<file path="src/rtl/nn_pkg.sv">
// ---------------------------------------------------------------------------
// nn_pkg
// Shared definitions for the time-multiplexed neural-network layers.
//   - default layer geometry (inputs per neuron, neurons, operand widths)
//   - layer_state_t : sequencing FSM state encoding
//   - relu()        : width-generic rectifier
// ---------------------------------------------------------------------------
package nn_pkg;

    localparam int N_IN_DEF   = 4;
    localparam int N_NEUR_DEF = 8;
    localparam int X_W_DEF    = 4;
    localparam int W_W_DEF    = 4;

    // Widest value relu() can handle; callers right-align narrower values.
    localparam int RELU_MAX_W = 64;
    localparam int RELU_IDX_W = $clog2(RELU_MAX_W);

    typedef enum logic [1:0] {
        IDLE = 2'd0,
        MAC  = 2'd1,
        OUT  = 2'd2
    } layer_state_t;

    // The value occupies bits [w-1:0] of v as a two's-complement number;
    // bit w-1 is its sign. Negative values clamp to zero, others pass.
    function automatic logic [RELU_MAX_W-1:0] relu(
        input logic [RELU_MAX_W-1:0] v,
        input int unsigned           w
    );
        logic [RELU_IDX_W-1:0] sign_idx;
        logic [RELU_MAX_W-1:0] r;
        sign_idx = RELU_IDX_W'(w - 1);
        r        = v;
        if (v[sign_idx]) begin
            r = '0;
        end
        return r;
    endfunction

endpackage

</file>
<file path="src/rtl/weight_bank.sv">
// ---------------------------------------------------------------------------
// weight_bank
// Flop-based weight store, DEPTH entries of W_W bits.
//   clk_i    in   clock
//   rst_i    in   synchronous active-high clear of every entry
//   we_i     in   write strobe (already gated by the caller's FSM)
//   waddr_i  in   write address; addresses >= DEPTH are ignored
//   wdata_i  in   write data
//   raddr_i  in   asynchronous read address
//   rdata_o  out  entry at raddr_i (0 for out-of-range addresses)
// ---------------------------------------------------------------------------
module weight_bank #(
    parameter int DEPTH = 32,
    parameter int W_W   = 4,
    parameter int A_W   = 5
) (
    input  logic           clk_i,
    input  logic           rst_i,
    input  logic           we_i,
    input  logic [A_W-1:0] waddr_i,
    input  logic [W_W-1:0] wdata_i,
    input  logic [A_W-1:0] raddr_i,
    output logic [W_W-1:0] rdata_o
);

    logic [W_W-1:0] mem_q [DEPTH];
    logic           wr_ok;

    assign wr_ok = we_i && (int'(waddr_i) < DEPTH);

    always_ff @(posedge clk_i) begin
        if (rst_i) begin
            for (int i = 0; i < DEPTH; i++) begin
                mem_q[i] <= '0;
            end
        end else if (wr_ok) begin
            mem_q[waddr_i] <= wdata_i;
        end
    end

    assign rdata_o = (int'(raddr_i) < DEPTH) ? mem_q[raddr_i] : '0;

endmodule

</file>
<file path="src/rtl/hidden_layer_seq.sv">
// ---------------------------------------------------------------------------
// hidden_layer_seq
// Fully-connected hidden layer built around one shared multiply-accumulate
// unit. Each accepted input vector is walked neuron by neuron, one product
// per enabled cycle; every finished neuron sum goes through ReLU into its
// result slot. Weights live in a writable bank loaded while the layer idles.
//
//   clk_i      in   clock
//   rst_i      in   synchronous active-high reset, overrides en_i
//   en_i       in   global advance enable; 0 freezes all state
//   w_we_i     in   weight write strobe (honoured only in IDLE with en_i)
//   w_addr_i   in   weight index n*N_IN+k
//   w_data_i   in   weight value, two's-complement
//   x_valid_i  in   input vector valid
//   x_ready_o  out  layer can accept an input vector
//   x_i        in   input vector, input k at [k*X_W +: X_W], unsigned
//   y_valid_o  out  result vector valid
//   y_ready_i  in   downstream accepts the result
//   y_o        out  ReLU outputs, neuron n at [n*ACC_W +: ACC_W]
//   busy_o     out  high while multiply-accumulating
//
// state | meaning
// ------+-----------------------------------------------------------------
// IDLE  | waiting for an input vector; weight writes accepted here only
// MAC   | one product per enabled cycle, result slot written per neuron
// OUT   | result vector presented until the downstream takes it
// ---------------------------------------------------------------------------
module hidden_layer_seq
    import nn_pkg::*;
#(
    parameter  int N_IN   = N_IN_DEF,
    parameter  int N_NEUR = N_NEUR_DEF,
    parameter  int X_W    = X_W_DEF,
    parameter  int W_W    = W_W_DEF,
    localparam int ACC_W  = X_W + W_W + 1 + $clog2(N_IN),
    localparam int N_W    = N_IN * N_NEUR,
    localparam int WA_W   = (N_W > 1) ? $clog2(N_W) : 1
) (
    input  logic                     clk_i,
    input  logic                     rst_i,
    input  logic                     en_i,
    input  logic                     w_we_i,
    input  logic [WA_W-1:0]          w_addr_i,
    input  logic [W_W-1:0]           w_data_i,
    input  logic                     x_valid_i,
    output logic                     x_ready_o,
    input  logic [N_IN*X_W-1:0]      x_i,
    output logic                     y_valid_o,
    input  logic                     y_ready_i,
    output logic [N_NEUR*ACC_W-1:0]  y_o,
    output logic                     busy_o
);

    localparam int K_W  = (N_IN > 1) ? $clog2(N_IN) : 1;
    localparam int NN_W = (N_NEUR > 1) ? $clog2(N_NEUR) : 1;
    localparam int P_W  = X_W + W_W + 1;

    layer_state_t                state_q, state_d;
    logic [K_W-1:0]              k_q, k_d;
    logic [NN_W-1:0]             n_q, n_d;
    logic signed [ACC_W-1:0]     acc_q, acc_d;
    logic [N_IN*X_W-1:0]         x_q, x_d;
    logic [N_NEUR*ACC_W-1:0]     y_q, y_d;

    logic                        w_we_gated;
    logic [WA_W-1:0]             w_raddr;
    logic [W_W-1:0]              w_rdata;
    logic [X_W-1:0]              x_k;
    logic signed [P_W-1:0]       x_ext;
    logic signed [P_W-1:0]       w_ext;
    logic signed [P_W-1:0]       prod;
    logic signed [ACC_W-1:0]     acc_sum;

    // Writes are ignored while a vector is in flight so its weights stay
    // consistent for the whole pass.
    assign w_we_gated = w_we_i && en_i && (state_q == IDLE);

    weight_bank #(
        .DEPTH (N_W),
        .W_W   (W_W),
        .A_W   (WA_W)
    ) u_weight_bank (
        .clk_i   (clk_i),
        .rst_i   (rst_i),
        .we_i    (w_we_gated),
        .waddr_i (w_addr_i),
        .wdata_i (w_data_i),
        .raddr_i (w_raddr),
        .rdata_o (w_rdata)
    );

    // Shared MAC datapath. The input is unsigned, so it gets a zero sign bit
    // before the signed multiply.
    always_comb begin
        w_raddr = WA_W'(int'(n_q) * N_IN + int'(k_q));
        x_k     = x_q[int'(k_q)*X_W +: X_W];
        x_ext   = P_W'($signed({1'b0, x_k}));
        w_ext   = P_W'($signed(w_rdata));
        prod    = x_ext * w_ext;
        acc_sum = acc_q + ACC_W'(prod);
    end

    always_comb begin
        state_d = state_q;
        k_d     = k_q;
        n_d     = n_q;
        acc_d   = acc_q;
        x_d     = x_q;
        y_d     = y_q;

        if (en_i) begin
            unique case (state_q)
                IDLE: begin
                    if (x_valid_i) begin
                        x_d     = x_i;
                        k_d     = '0;
                        n_d     = '0;
                        acc_d   = '0;
                        state_d = MAC;
                    end
                end
                MAC: begin
                    if (int'(k_q) == N_IN - 1) begin
                        // Last product of this neuron folds straight into the
                        // result slot rather than through the accumulator.
                        y_d[int'(n_q)*ACC_W +: ACC_W] =
                            ACC_W'(relu(RELU_MAX_W'(acc_sum), ACC_W));
                        acc_d = '0;
                        k_d   = '0;
                        if (int'(n_q) == N_NEUR - 1) begin
                            n_d     = '0;
                            state_d = OUT;
                        end else begin
                            n_d = n_q + NN_W'(1);
                        end
                    end else begin
                        acc_d = acc_sum;
                        k_d   = k_q + K_W'(1);
                    end
                end
                OUT: begin
                    if (y_ready_i) begin
                        state_d = IDLE;
                    end
                end
                default: begin
                    state_d = IDLE;
                end
            endcase
        end
    end

    always_ff @(posedge clk_i) begin
        if (rst_i) begin
            state_q <= IDLE;
            k_q     <= '0;
            n_q     <= '0;
            acc_q   <= '0;
            x_q     <= '0;
            y_q     <= '0;
        end else begin
            state_q <= state_d;
            k_q     <= k_d;
            n_q     <= n_d;
            acc_q   <= acc_d;
            x_q     <= x_d;
            y_q     <= y_d;
        end
    end

    // rst_i masks ready so nothing is offered while reset is being applied.
    assign x_ready_o = (state_q == IDLE) && en_i && !rst_i;
    assign y_valid_o = (state_q == OUT);
    assign busy_o    = (state_q == MAC);
    assign y_o       = y_q;

endmodule

</file>
<file path="config.mk">
export PLATFORM = sky130hd
export DESIGN_NAME = hidden_layer_seq
export DESIGN_NICKNAME = d
export VERILOG_FILES = /design/src/rtl/nn_pkg.sv /design/src/rtl/weight_bank.sv /design/src/rtl/hidden_layer_seq.sv
export SDC_FILE = /design/constraint.sdc
export NUM_CORES = 1
export LEC_CHECK = 0
export BUFFER_PORTS_ARGS = -buffer_cell sky130_fd_sc_hd__buf_2
export CAP_MARGIN = 20
export CORE_MARGIN = 2
export CORE_UTILIZATION = 40
export DETAILED_ROUTE_END_ITERATION = 8
export PLACE_DENSITY = 0.62
export SKIP_LAST_GASP = 1
export SLEW_MARGIN = 20
export SYNTH_ARGS = -nofsm -noshare
export SYNTH_HDL_FRONTEND = slang
export SYNTH_SLANG_ARGS = --single-unit
export TNS_END_PERCENT = 10
</file>
<file path="constraint.sdc">
create_clock -name clk_i -period 12.1 [get_ports clk_i]
set_input_delay 2.42 -clock clk_i [delete_from_list [all_inputs] [get_ports clk_i]]
set_output_delay 2.42 -clock clk_i [all_outputs]
set_load 0.02 [all_outputs]
</file>
Word level (Yosys, flattened, before mapping)
Memories as Yosys holds them, arrays and structs flattened.
Index checks and enable logic that the tools add are counted.
{"block": "word_totals", "reg_bits": 122, "ramBits": 128, "inputBits": 31, "mem_count": 1}
{"block": "classes", "n_addsub": 5, "mul": 2, "eq_ne": 8, "n_shift": 3, "n_mux": 28, "reduce_logical": 13}
{"memory": "u_weight_bank.mem_q", "words": 32, "width": 4, "read_ports": 1, "rd_clocked_by_memory_dff": 0, "write_ports": 32, "line_no": "weight_bank.sv:26", "source": "logic [W_W-1:0] mem_q [DEPTH];"}
{"op": "$bwmux W88", "n": 1}
{"op": "$shift A11 B33 Y88 const A", "n": 1}
{"op": "$shiftx A11 B33 Y88", "n": 1}
{"op": "$mux W11", "n": 5}
{"op": "$neg A7 Y33", "n": 1}
{"op": "$pmux W11 S2", "n": 1}
{"op": "$shiftx A16 B5 Y4", "n": 1}
{"op": "$mux W2", "n": 6}
{"op": "$add A11 B9 Y11", "n": 1}
{"op": "$mux W10", "n": 1}
{"op": "$mul A5 B4 Y9", "n": 1}
{"op": "$mux W3", "n": 3}
{"op": "$reduce_and A3 Y1", "n": 3}
{"op": "$mul A3 B4 Y7 const B", "n": 1}
{"op": "$mux W1", "n": 6}
{"op": "$ne A2 B1 Y1 const B", "n": 3}
{"op": "$pmux W2 S3", "n": 1}
{"op": "$pmux W3 S2", "n": 1}
{"op": "$add A5 B2 Y5", "n": 1}
{"op": "$mux W5", "n": 1}
{"op": "$reduce_and A5 Y1", "n": 1}
{"op": "$eq A2 B1 Y1 const B", "n": 2}
{"op": "$logic_and A1 B1 Y1", "n": 4}
{"op": "$mux W4", "n": 1}
{"op": "11 further kinds", "n": 11}

Logic depth before layout (Yosys ltp)
Gate-level depths: netlist of the first run.
An unclocked memory read counts as a cell.
{"block": "depth", "depth_word": 10, "depth_mapped": 22}

By module
Synthesis of the first run repeated with hierarchy kept, for this count alone.
{"block": "hier_totals", "cells_unflattened": 1081, "hier_area_um2": 11907.7}
{"mod": "weight_bank", "instances": 1, "cells_each": 404, "area_each_um2": 6129.6, "seq_area_each_um2": 3843.7}
{"mod": "hidden_layer_seq", "instances": 1, "cells_each": 677, "area_each_um2": 5778.0, "seq_area_each_um2": 2282.2}

Least setup slack after synthesis of the first run
OpenSTA, ideal clock, no wires.
{"block": "synth_timing", "path_type": "reg-to-reg", "start": "register k_q[1]", "end": "register y_q[58], in the netlist y_o[58]", "setup_time_ns": 0.101, "arrival_ns": 5.702, "setup_slack_ns": 6.297, "stages_incl_launch_ff": 20, "synth_period_minus_slack_ns": 5.803, "path_cell_list": "dfxtp_1 buf_1 clkbuf_1 mux4_2 mux4_2 mux2i_1 nand2b_1 fa_1 fa_1 fa_1 inv_1 fa_1 a21oi_1 o21ai_0 a21oi_1 o2bb2ai_1 xnor2_1 xnor2_4 buf_6 o41ai_1"}
{"block": "synth_via", "elab_chain_cells": 10}
{"item": "start, declared", "line_no": "hidden_layer_seq.sv:59", "source": "logic [K_W-1:0] k_q, k_d;"}
{"item": "start signal, assigned", "line_no": "hidden_layer_seq.sv:163", "source": "k_q <= k_d;"}
{"item": "$add A5 B2 Y5", "line_no": "hidden_layer_seq.sv:95", "source": "w_raddr = WA_W'(int'(n_q) * N_IN + int'(k_q));"}
{"item": "$mem_v2 Z32 W4"}
{"item": "$mul A5 B4 Y9", "line_no": "hidden_layer_seq.sv:99", "source": "prod = x_ext * w_ext;"}
{"item": "$add A11 B9 Y11", "line_no": "hidden_layer_seq.sv:100", "source": "acc_sum = acc_q + ACC_W'(prod);"}
{"item": "$mux W10", "line_no": "nn_pkg.sv:35", "source": "if (v[sign_idx]) begin"}
{"item": "$mux W11", "line_no": "hidden_layer_seq.sv:123", "source": "if (int'(k_q) == N_IN - 1) begin"}
{"item": "$mux W11", "line_no": "hidden_layer_seq.sv:112", "source": "unique case (state_q)"}
{"item": "$mux W11", "line_no": "hidden_layer_seq.sv:111", "source": "if (en_i) begin"}
{"item": "$shiftx A11 B33 Y88", "line_no": "hidden_layer_seq.sv:126", "source": "y_d[int'(n_q)*ACC_W +: ACC_W] ="}
{"item": "$bwmux W88", "line_no": "hidden_layer_seq.sv:126"}
{"item": "end signal, assigned", "line_no": "hidden_layer_seq.sv:167", "source": "y_q <= y_d;"}
{"item": "end, declared", "line_no": "hidden_layer_seq.sv:63", "source": "logic [N_NEUR*ACC_W-1:0] y_q, y_d;"}
Parallel ways exist; a longest one is shown, timed or not. The select of a mux whose other input is x is not followed.
A chain may end at the register's enable or synchronous reset.

Worst setup path after layout of the first run
{"block": "layout_timing", "start": "register k_q[0]", "end": "register y_q[14], in the netlist y_o[14]"}
Same word-level chain as after synthesis.

==> results summary, run 1 <==
Once layout is done, the placed cells without fillers occupy 13,190 um^2. The worst register-to-register path ends at y_o[14]. The critical path crosses 18 cells after its start point. Dividing the detail-routed wire length by the instance count gives 19.26 um. The cell sitting at the root of the clock tree is a sky130_fd_sc_hd__clkbuf_16. The placeable core region is 28,700 um^2. The area overhead of the layout relative to synthesis came out at 13.38%. On the critical path, the stage with the largest delay is an instance of sky130_fd_sc_hd__buf_4. The areal power density over the cells is 137.6 nW/um^2. The register clock-pin slew on the reported worst setup and hold paths came out at 0.06 ns.

The maximum clock path buffer count is 3. In this run the tightest slew margin relative to its limit is 0.2237. The total number of vias is 8,041. The die extent in y is 174.5 um.

The max-capacitance violation count came out at 0. TritonCTS built the clock tree. The die covers 30,450 um^2. The synthesized design spends more area on one cell type than any other, namely sky130_fd_sc_hd__edfxtp_1. The first-pass GRT wire length is 44,310 um. The share of synthesized registers carrying an async set or reset came out at 0. The post-cts hold buffer count came out at 0.

Measured along the x axis, the die boundary spans 174.5 um. The I/O pin count came out at 122. The number of detailed-routing iterations run before antenna repair came out at 5. The net switching power of the design is 450.3 uW.

Setup violations remaining at the end of the flow were counted as 0. In this run, synthesis produced a sequential element count of 242. The power share of the combinational group came out at 0.088.

The critical path start-end classification is reg2reg. Of all nets on the critical path, the largest fanout is 81. The number of distinct library cells after synthesis is 50. The worst setup skew after layout came out at 0.009972 ns. The sequential share of the synthesized area is 0.5268. The compound-gate portion of the synthesized area came to 0.09006. The most used flip-flop cell after synthesis is sky130_fd_sc_hd__edfxtp_1. Summed over all layers, the routed wires come to 28,590 um. The final count of pins violating max slew is 0. The share of the synthesized area in the top cell type is 0.3305. Setup repair after global routing left no endpoint under its margin. The critical path starts at k_q[0].

The fraction of synthesized area in multiplexers came out at 0.1005. The cell repeated most along the worst path is sky130_fd_sc_hd__fa_1. The buffers inserted during post-CTS setup optimization came out at 0. The worst reg2reg path startpoint is k_q[0]. The total placed instance area is 12,370 um^2.

The amount of wire on met3 after detailed routing came out at 1349 um. The count of fill cells added during filler insertion is 2,676. The setup check on the worst reg-to-reg path leaves a slack of 5.32 ns. The switching fraction of total power came out at 0.2482.

The most used standard cell by instance count after synthesis is sky130_fd_sc_hd__and2_1. Traced cell by cell, the critical path runs through buf_4 > mux4_2 > mux4_2 > mux2i_1 > nand2b_1 > fa_1 > fa_1 > fa_1 > inv_1 > fa_1 > a21oi_1 > o21ai_0 > a21oi_1 > o2bb2ai_1 > xnor2_1 > xnor2_4 > buf_4 > o41ai_1. The overflow left after global routing came out at 0. The routed length on met2 is 13,910 um. The number of buffers inserted during clock tree synthesis came out at 27. The average cell area after synthesis is 11.59 um^2. The via count normalized by instance count is 5.418. For this block, the initial DRC count from the detailed router was 633. The stage delay of the slowest cell on the critical path is 0.65 ns. The share of total power dissipated in the clock network is 0.419.

Input and output buffers added on the ports amount to 113. The detailed router used layers up to and including met4. Of the cells placed in the final design, the portion with a size suffix greater than 1 is 0.1973. The number of non-filler instances in the completed layout came out at 1,484. For the worst-skew pair, the clock arrives at the later sink with an insertion delay of 0.54 ns.

The critical path arrival is 7.16 ns. The post-synthesis adder-cell area fraction came out at 0.05122. After synthesis, the largest family of logic cells by area is simple AND/OR/NAND/NOR gates. The portion of total power attributed to sequential cells came out at 0.492. By area the synthesized netlist is led by sky130_fd_sc_hd__edfxtp_1 (33%), sky130_fd_sc_hd__dfxtp_1 (20%), sky130_fd_sc_hd__and2_1 (7.0%). The kind of cell adding the most delay to the critical path is adder cells.

Together, buffers and inverters on the worst path number 3. In this run the number of H-tree levels came out at 1. The effective utilization at floorplan came out at 0.4051.

The depth of the worst register-to-register path came out at 18. Of the total synthesized cell area, the portion taken by AND, OR, NAND and NOR gates is 0.1782. The half-perimeter wire length of the detailed placement result is 18,910 um. The worst-margin pin slew came out at 1.161 ns. The count of final hold-check violations came out at 0. The post-route clock period utilization came out at 0.5599. STA classifies the critical path startpoint as a flop. The internal power of the cells totals 1.364 mW. The via count of the first global-routing pass came out at 7,923.

The total power of the final layout is 1.814 mW. STA classifies the critical path endpoint as a flop. The net count of the finished layout is 1,151.

Across the VDD grid, the largest voltage drop is 95.36 uV. The min-delay analysis places its worst path in the category reg2reg. Ranked by instance count, the synthesized netlist is headed by sky130_fd_sc_hd__and2_1 (130), sky130_fd_sc_hd__edfxtp_1 (128), sky130_fd_sc_hd__dfxtp_1 (114), sky130_fd_sc_hd__nand3_1 (96), sky130_fd_sc_hd__nor2_1 (71). The number of placed instances, taps included, is 1,434. The minimum period implied by the final worst setup slack is 6.775 ns. The data required time of the critical path came out at 12.48 ns.

The count of unresolved DRC violations after routing is 0. The pin count of the biggest net entering global routing is 96. The post-synthesis xor/xnor area fraction is 0.009899.

The number of nets with antenna violations after detailed routing is 0. The initial antenna violation count came out at 0. The worst hold slack is 0.4638 ns.

The area of the mapped netlist is 11,630 um^2. The post-cts resize count came out at 0. For this design the static power due to leakage is 5.042 nW. The global router's overall resource usage is 0.1851.

In the synthesized netlist, the number of instances is 1,003. The number of synthesized flops with an enable pin is 128. The row count is 62. The tree built by TritonCTS fans out to 242 sinks. Routability-driven placement finished with a final weighted congestion of 0.8085. The run finished with clean final reports. The sum of negative setup slack came out at 0 ns.

The detailed-routing wirelength on met1 came out at 12,650 um. For this run, the number of Yosys warnings is 0. Based on the critical path, the design can be clocked at up to 147.6 MHz.

In this run the worst setup path terminates at y_o[14]. The count of antenna diodes in the layout is 0.
registers in the layout, indices dropped and copies added, names as in the netlist:
| register | count |
|---|---|
| y_o | 80 |
| k_q | 2 |
| n_q | 3 |
| state_q | 2 |
| u_weight_bank.mem_q | 128 |
| acc_q | 11 |
| x_q | 16 |
cell usage in the layout (no fill, tap or decap), types with 4 or more instances in the layout:
| cell type | n |
|---|---|
| sky130_fd_sc_hd__xnor2_1 | 6 |
| sky130_fd_sc_hd__nor2b_1 | 12 |
| sky130_fd_sc_hd__conb_1 | 8 |
| sky130_fd_sc_hd__fa_1 | 11 |
| sky130_fd_sc_hd__inv_1 | 20 |
| sky130_fd_sc_hd__edfxtp_1 | 128 |
| sky130_fd_sc_hd__nand4_1 | 5 |
| sky130_fd_sc_hd__and2_1 | 130 |
| sky130_fd_sc_hd__nand2_1 | 30 |
| sky130_fd_sc_hd__xor2_1 | 4 |
| sky130_fd_sc_hd__nor3_1 | 7 |
| sky130_fd_sc_hd__or2_2 | 5 |
| sky130_fd_sc_hd__a22oi_1 | 9 |
| sky130_fd_sc_hd__o31ai_1 | 37 |
| sky130_fd_sc_hd__ha_1 | 30 |
| sky130_fd_sc_hd__clkbuf_1 | 5 |
| sky130_fd_sc_hd__nand3_1 | 96 |
| sky130_fd_sc_hd__o41ai_1 | 39 |
| sky130_fd_sc_hd__clkinv_2 | 5 |
| sky130_fd_sc_hd__dfxtp_1 | 113 |
| sky130_fd_sc_hd__buf_4 | 10 |
| sky130_fd_sc_hd__mux2i_1 | 38 |
| sky130_fd_sc_hd__nand2b_1 | 16 |
| sky130_fd_sc_hd__nor2_1 | 71 |
| sky130_fd_sc_hd__o21ai_0 | 30 |
| sky130_fd_sc_hd__clkbuf_16 | 27 |
| sky130_fd_sc_hd__clkinv_1 | 5 |
| sky130_fd_sc_hd__mux4_2 | 34 |
| sky130_fd_sc_hd__buf_2 | 113 |
| sky130_fd_sc_hd__a21oi_1 | 14 |
| sky130_fd_sc_hd__o41ai_2 | 5 |
kinds of logic after synthesis:
group	count (synthesis)
AOI/OAI and AO/OA	142
xor gates and xnor gates	11
adders and majority gates	41
buffers and inverters	105
DFF	242
muxes	73
other	1
and+or+nand+nor	388
tightest hold or removal path, cell delays in order (launching register included):
cell and delay (ns):
sky130_fd_sc_hd__dfxtp_1 0.30, sky130_fd_sc_hd__nand3_1 0.06, sky130_fd_sc_hd__o31ai_1 0.05
power groups by stage:
stage / Combinational [mW] / Sequential [mW] / Clock (mW)
global placement: 0.160 / 0.911 / 0
floorplan: 0.117 / 0.905 / 0
global route: 0.175 / 0.895 / 0.808
CTS: 0.162 / 0.894 / 0.772
finish: 0.160 / 0.893 / 0.760
detailed placement: 0.161 / 0.911 / 0
per-stage QoR:
step,utilization,setup slack (ns)
2_1_floorplan,-,6.297
3_3_place_gp,0.4308,5.436
3_5_place_dp,0.4308,5.300
4_1_cts,0.4594,5.290
5_1_grt,0.4594,4.862
6_report,0.4594,5.325
worst min path at each step:
stage | startpoint | slack (ns) | endpoint | cells after the start
2_1_floorplan | acc_q[7] | 0.44 | acc_q[7] | 2
3_3_place_gp | y_o[82] | 0.45 | y_o[82] | 2
3_5_place_dp | y_o[81] | 0.45 | y_o[81] | 2
4_1_cts | y_o[81] | 0.47 | y_o[81] | 2
5_1_grt | acc_q[8] | 0.48 | acc_q[8] | 2
6_report | y_o[24] | 0.46 | y_o[24] | 2
area by class of cell:
cell class              count  area, um^2  area share
clock inverters            14       78.83    0.005978
inverters                  22       83.83    0.006358
multi-input cells         663        5034      0.3818
repair buffers            123       640.6     0.04859
flip-flops and latches    242        6127      0.4647
well taps                 384       480.5     0.03644
clock buffers              36       740.7     0.05618
per-layer routing:
layer / GRT usage / vias to the layer above
met1: 0.2478 / 3946
met3: 0.02472 / 48
li1: - / 3827
met2: 0.3166 / 220
met5: 0 / -
met4: 0.05000 / 0
(Power assumes the default switching activity.)
==> inputs of run 2 (changes only) <==
Clock period 12.1 ns to 6.8 ns, I/O delays scaled along.
==> results summary, run 2 (same netlist as run 1, synthesis figures left out) <==
The endpoint identified for the worst register-to-register timing path is y_o[41]. The destination of the worst hold path is acc_q[8]. The number of sinks driven by the clock tree is 242 (unchanged).

The count of unresolved DRC violations after routing came out at 0 (unchanged). The worst hold slack came to 0.4593 ns (-0.004485 ns). The worst setup path is captured at a flop. The flip-flop count of the largest register after layout was 128 (unchanged). TritonCTS built the clock tree. The final weighted congestion of routability-driven global placement came out at 0.7853 (-2.9%). The post-route clock period utilization is 0.9000 (+0.3401). The pin count of the biggest net entering global routing is 82 (-15%). The count of fill cells added during filler insertion came out at 2,681 (+0.19%). The max-capacitance violation count is 0 (unchanged). The area used by sequential logic in the layout came out at 6127 um^2 (unchanged). The effective utilization at floorplan is 0.4051 (unchanged). The half-perimeter wire length of the detailed placement result is 19,020 um (+0.55%).

The register clock-pin slew on the reported worst setup and hold paths is 0.06 ns (about the same). The worst setup slack after placement came out at 0.6432 ns (-4.656 ns). The areal power density over the cells is 249.8 nW/um^2 (+82%).

The CTS H-tree depth came out at 1 (unchanged). The die span in x was 174.5 um (unchanged). The total wire length came to 28,340 um (-0.84%).

The count of input and output buffers came out at 113 (unchanged). The worst-margin pin slew is 1.141 ns (-0.01954 ns). The most common cell after layout, fill and taps aside is sky130_fd_sc_hd__and2_1. The flow ran to the end, and the final reports show no timing, DRC or antenna violations. The number of buffers inserted during clock tree synthesis is 27 (unchanged). The root buffer cell chosen for the clock tree is sky130_fd_sc_hd__clkbuf_16. The maximum fanout along the worst path is 81 (unchanged).

The area taken by multi-input logic gates came out at 5039 um^2 (about the same). The setup path with the least slack is of type reg2reg. The share of final-layout standard cells stronger than drive strength 1 is 0.2016 (+0.004362). The clock latency on the worst-skew pair was 0.53 ns (about the same). The cell leakage power came out at 5.095 nW (+1.1%). The worst hold path class is reg2reg. The end-of-flow core utilization came to 0.4638 (+0.004403). The library cells used most frequently in the layout, excluding fill and tap cells, are sky130_fd_sc_hd__and2_1 (130), sky130_fd_sc_hd__edfxtp_1 (128), sky130_fd_sc_hd__dfxtp_1 (113), sky130_fd_sc_hd__buf_2 (113), sky130_fd_sc_hd__nand3_1 (96). The full die area was 30,450 um^2 (unchanged). The highest clock rate came to 163.4 MHz (+11%). The row count is 62 (unchanged).

The sum of negative setup slack is 0 ns (unchanged). The global router's overall resource usage is 0.1854 (+0.0003145). The buffers inserted during post-CTS setup optimization is 0 (unchanged). The number of detailed-routing iterations run before antenna repair was 5 (unchanged). The total number of vias is 8,036 (-0.062%). The worst setup skew after layout is 0.007374 ns (-0.002597 ns).

The count of antenna diodes in the layout came out at 0 (unchanged). The number of instances on the worst hold path is 2 (unchanged). The placeable core region is 28,700 um^2 (unchanged). The I/O pin count was 122 (unchanged).

The die extent in y came out at 174.5 um (unchanged). The initial antenna violation count is 0 (unchanged). The via count normalized by instance count is 5.411 (-0.13%). The average wire per standard cell is 19.09 um (-0.91%). The post-layout net count came out at 1,153 (+0.17%). The register with the most flip-flops is u_weight_bank.mem_q. The count of final hold-check violations came out at 0 (unchanged). Setup repair after global routing left no endpoint under its margin. The starting DRC count in detailed routing was 599 (-5.4%). The final count of pins violating max slew was 0 (unchanged). The critical path arrival was 6.54 ns (-0.62 ns).

The area overhead of the layout relative to synthesis is 14.47%. The worst reg2reg path startpoint is k_q[0]. The first-pass GRT wire length was 44,740 um (+0.97%).

The depth of the worst register-to-register path came to 18 (unchanged). The number of nets with antenna violations after detailed routing is 0 (unchanged). The worst hold path begins at acc_q[8].

The data required time of the critical path was 7.22 ns (-5.26 ns). The worst setup slack after layout is 0.6798 ns (-4.645 ns). The launching element type of the critical path is a flop.

The worst-case headroom to the max-slew limit came to 0.2339 (+0.01019). The minimum period implied by the final worst setup slack is 6.120 ns (-0.6550 ns). The total setup violations reported at the end of the flow came out at 0 (unchanged). The post-cts resize count came to 0 (unchanged). The post-cts hold buffer count is 0 (unchanged). The maximum clock path buffer count was 3 (unchanged). The overflow left after global routing is 0 (unchanged). The worst-case register-to-register setup slack came out at 0.68 ns (-4.64 ns). The via count of the first global-routing pass was 7,931 (+0.10%). The maximum vdd drop came out at 167.9 uV (+76%).
run 2: changes by cell type in the layout (fill, tap and decap cells not counted):
cell,delta
sky130_fd_sc_hd__inv_6,-1
sky130_fd_sc_hd__clkbuf_8,+1
sky130_fd_sc_hd__buf_4,-1
sky130_fd_sc_hd__clkbuf_1,-2
sky130_fd_sc_hd__bufinv_16,+1
sky130_fd_sc_hd__buf_12,+3
sky130_fd_sc_hd__clkbuf_16,+2
sky130_fd_sc_hd__clkinv_1,-1
sky130_fd_sc_hd__nor3_1,-1
sky130_fd_sc_hd__nor3_2,+1
sky130_fd_sc_hd__clkbuf_2,-1
run 2: per-layer routing:
metal	part of all wire	global-route usage	vias up
met3	0.054	0.02537	53
met5	0	0	-
met2	0.49	0.3176	222
met4	0.023	0.04896	0
met1	0.43	0.2478	3938
li1	-	-	3823
run 2: per-stage QoR:
step	power [mW]	cells	instance area, um^2
6_report	3.325	1485	13310
5_1_grt	3.439	1485	13310
4_1_cts	3.351	1485	13310
3_5_place_dp	1.912	1436	12420
3_3_place_gp	1.909	1436	12420
2_1_floorplan	1.820	1010	11650
run 2: worst max-delay path, stage by stage, from the launching register on:
cell,delay (ns)
sky130_fd_sc_hd__dfxtp_2,0.49
sky130_fd_sc_hd__buf_4,0.33
sky130_fd_sc_hd__mux4_2,0.55
sky130_fd_sc_hd__mux4_2,0.47
sky130_fd_sc_hd__mux2i_1,0.29
sky130_fd_sc_hd__nand2b_1,0.17
sky130_fd_sc_hd__fa_1,0.44
sky130_fd_sc_hd__fa_1,0.51
sky130_fd_sc_hd__fa_1,0.54
sky130_fd_sc_hd__inv_1,0.07
sky130_fd_sc_hd__fa_1,0.46
sky130_fd_sc_hd__a21oi_1,0.19
sky130_fd_sc_hd__o21ai_0,0.10
sky130_fd_sc_hd__a21oi_1,0.20
sky130_fd_sc_hd__o2bb2ai_1,0.16
sky130_fd_sc_hd__xnor2_1,0.24
sky130_fd_sc_hd__xnor2_4,0.10
sky130_fd_sc_hd__buf_12,0.22
sky130_fd_sc_hd__o41ai_1,0.41
run 2: power by group:
part | switching, mW | total, mW | internal [mW]
combinational | 0.195 | 0.288 | 0.0928
clock | 0.593 | 1.45 | 0.854
sequential | 0.0189 | 1.59 | 1.57
run 2: area by class of cell:
cell class	count	share of cell area
repair buffers	125	0.05207
inverters	22	0.006298
flip-flops and latches	242	0.4603
multi-input cells	663	0.3785
well taps	384	0.03609
clock buffers	36	0.05950
clock inverters	13	0.007238
run 2: worst max-delay path by stage:
stage | startpoint | end
global route | k_q[0] | y_o[55]
global placement | k_q[0] | y_o[16]
floorplan | k_q[1] | y_o[60]
finish | k_q[0] | y_o[41]
detailed placement | k_q[0] | y_o[41]
CTS | k_q[0] | y_o[41]
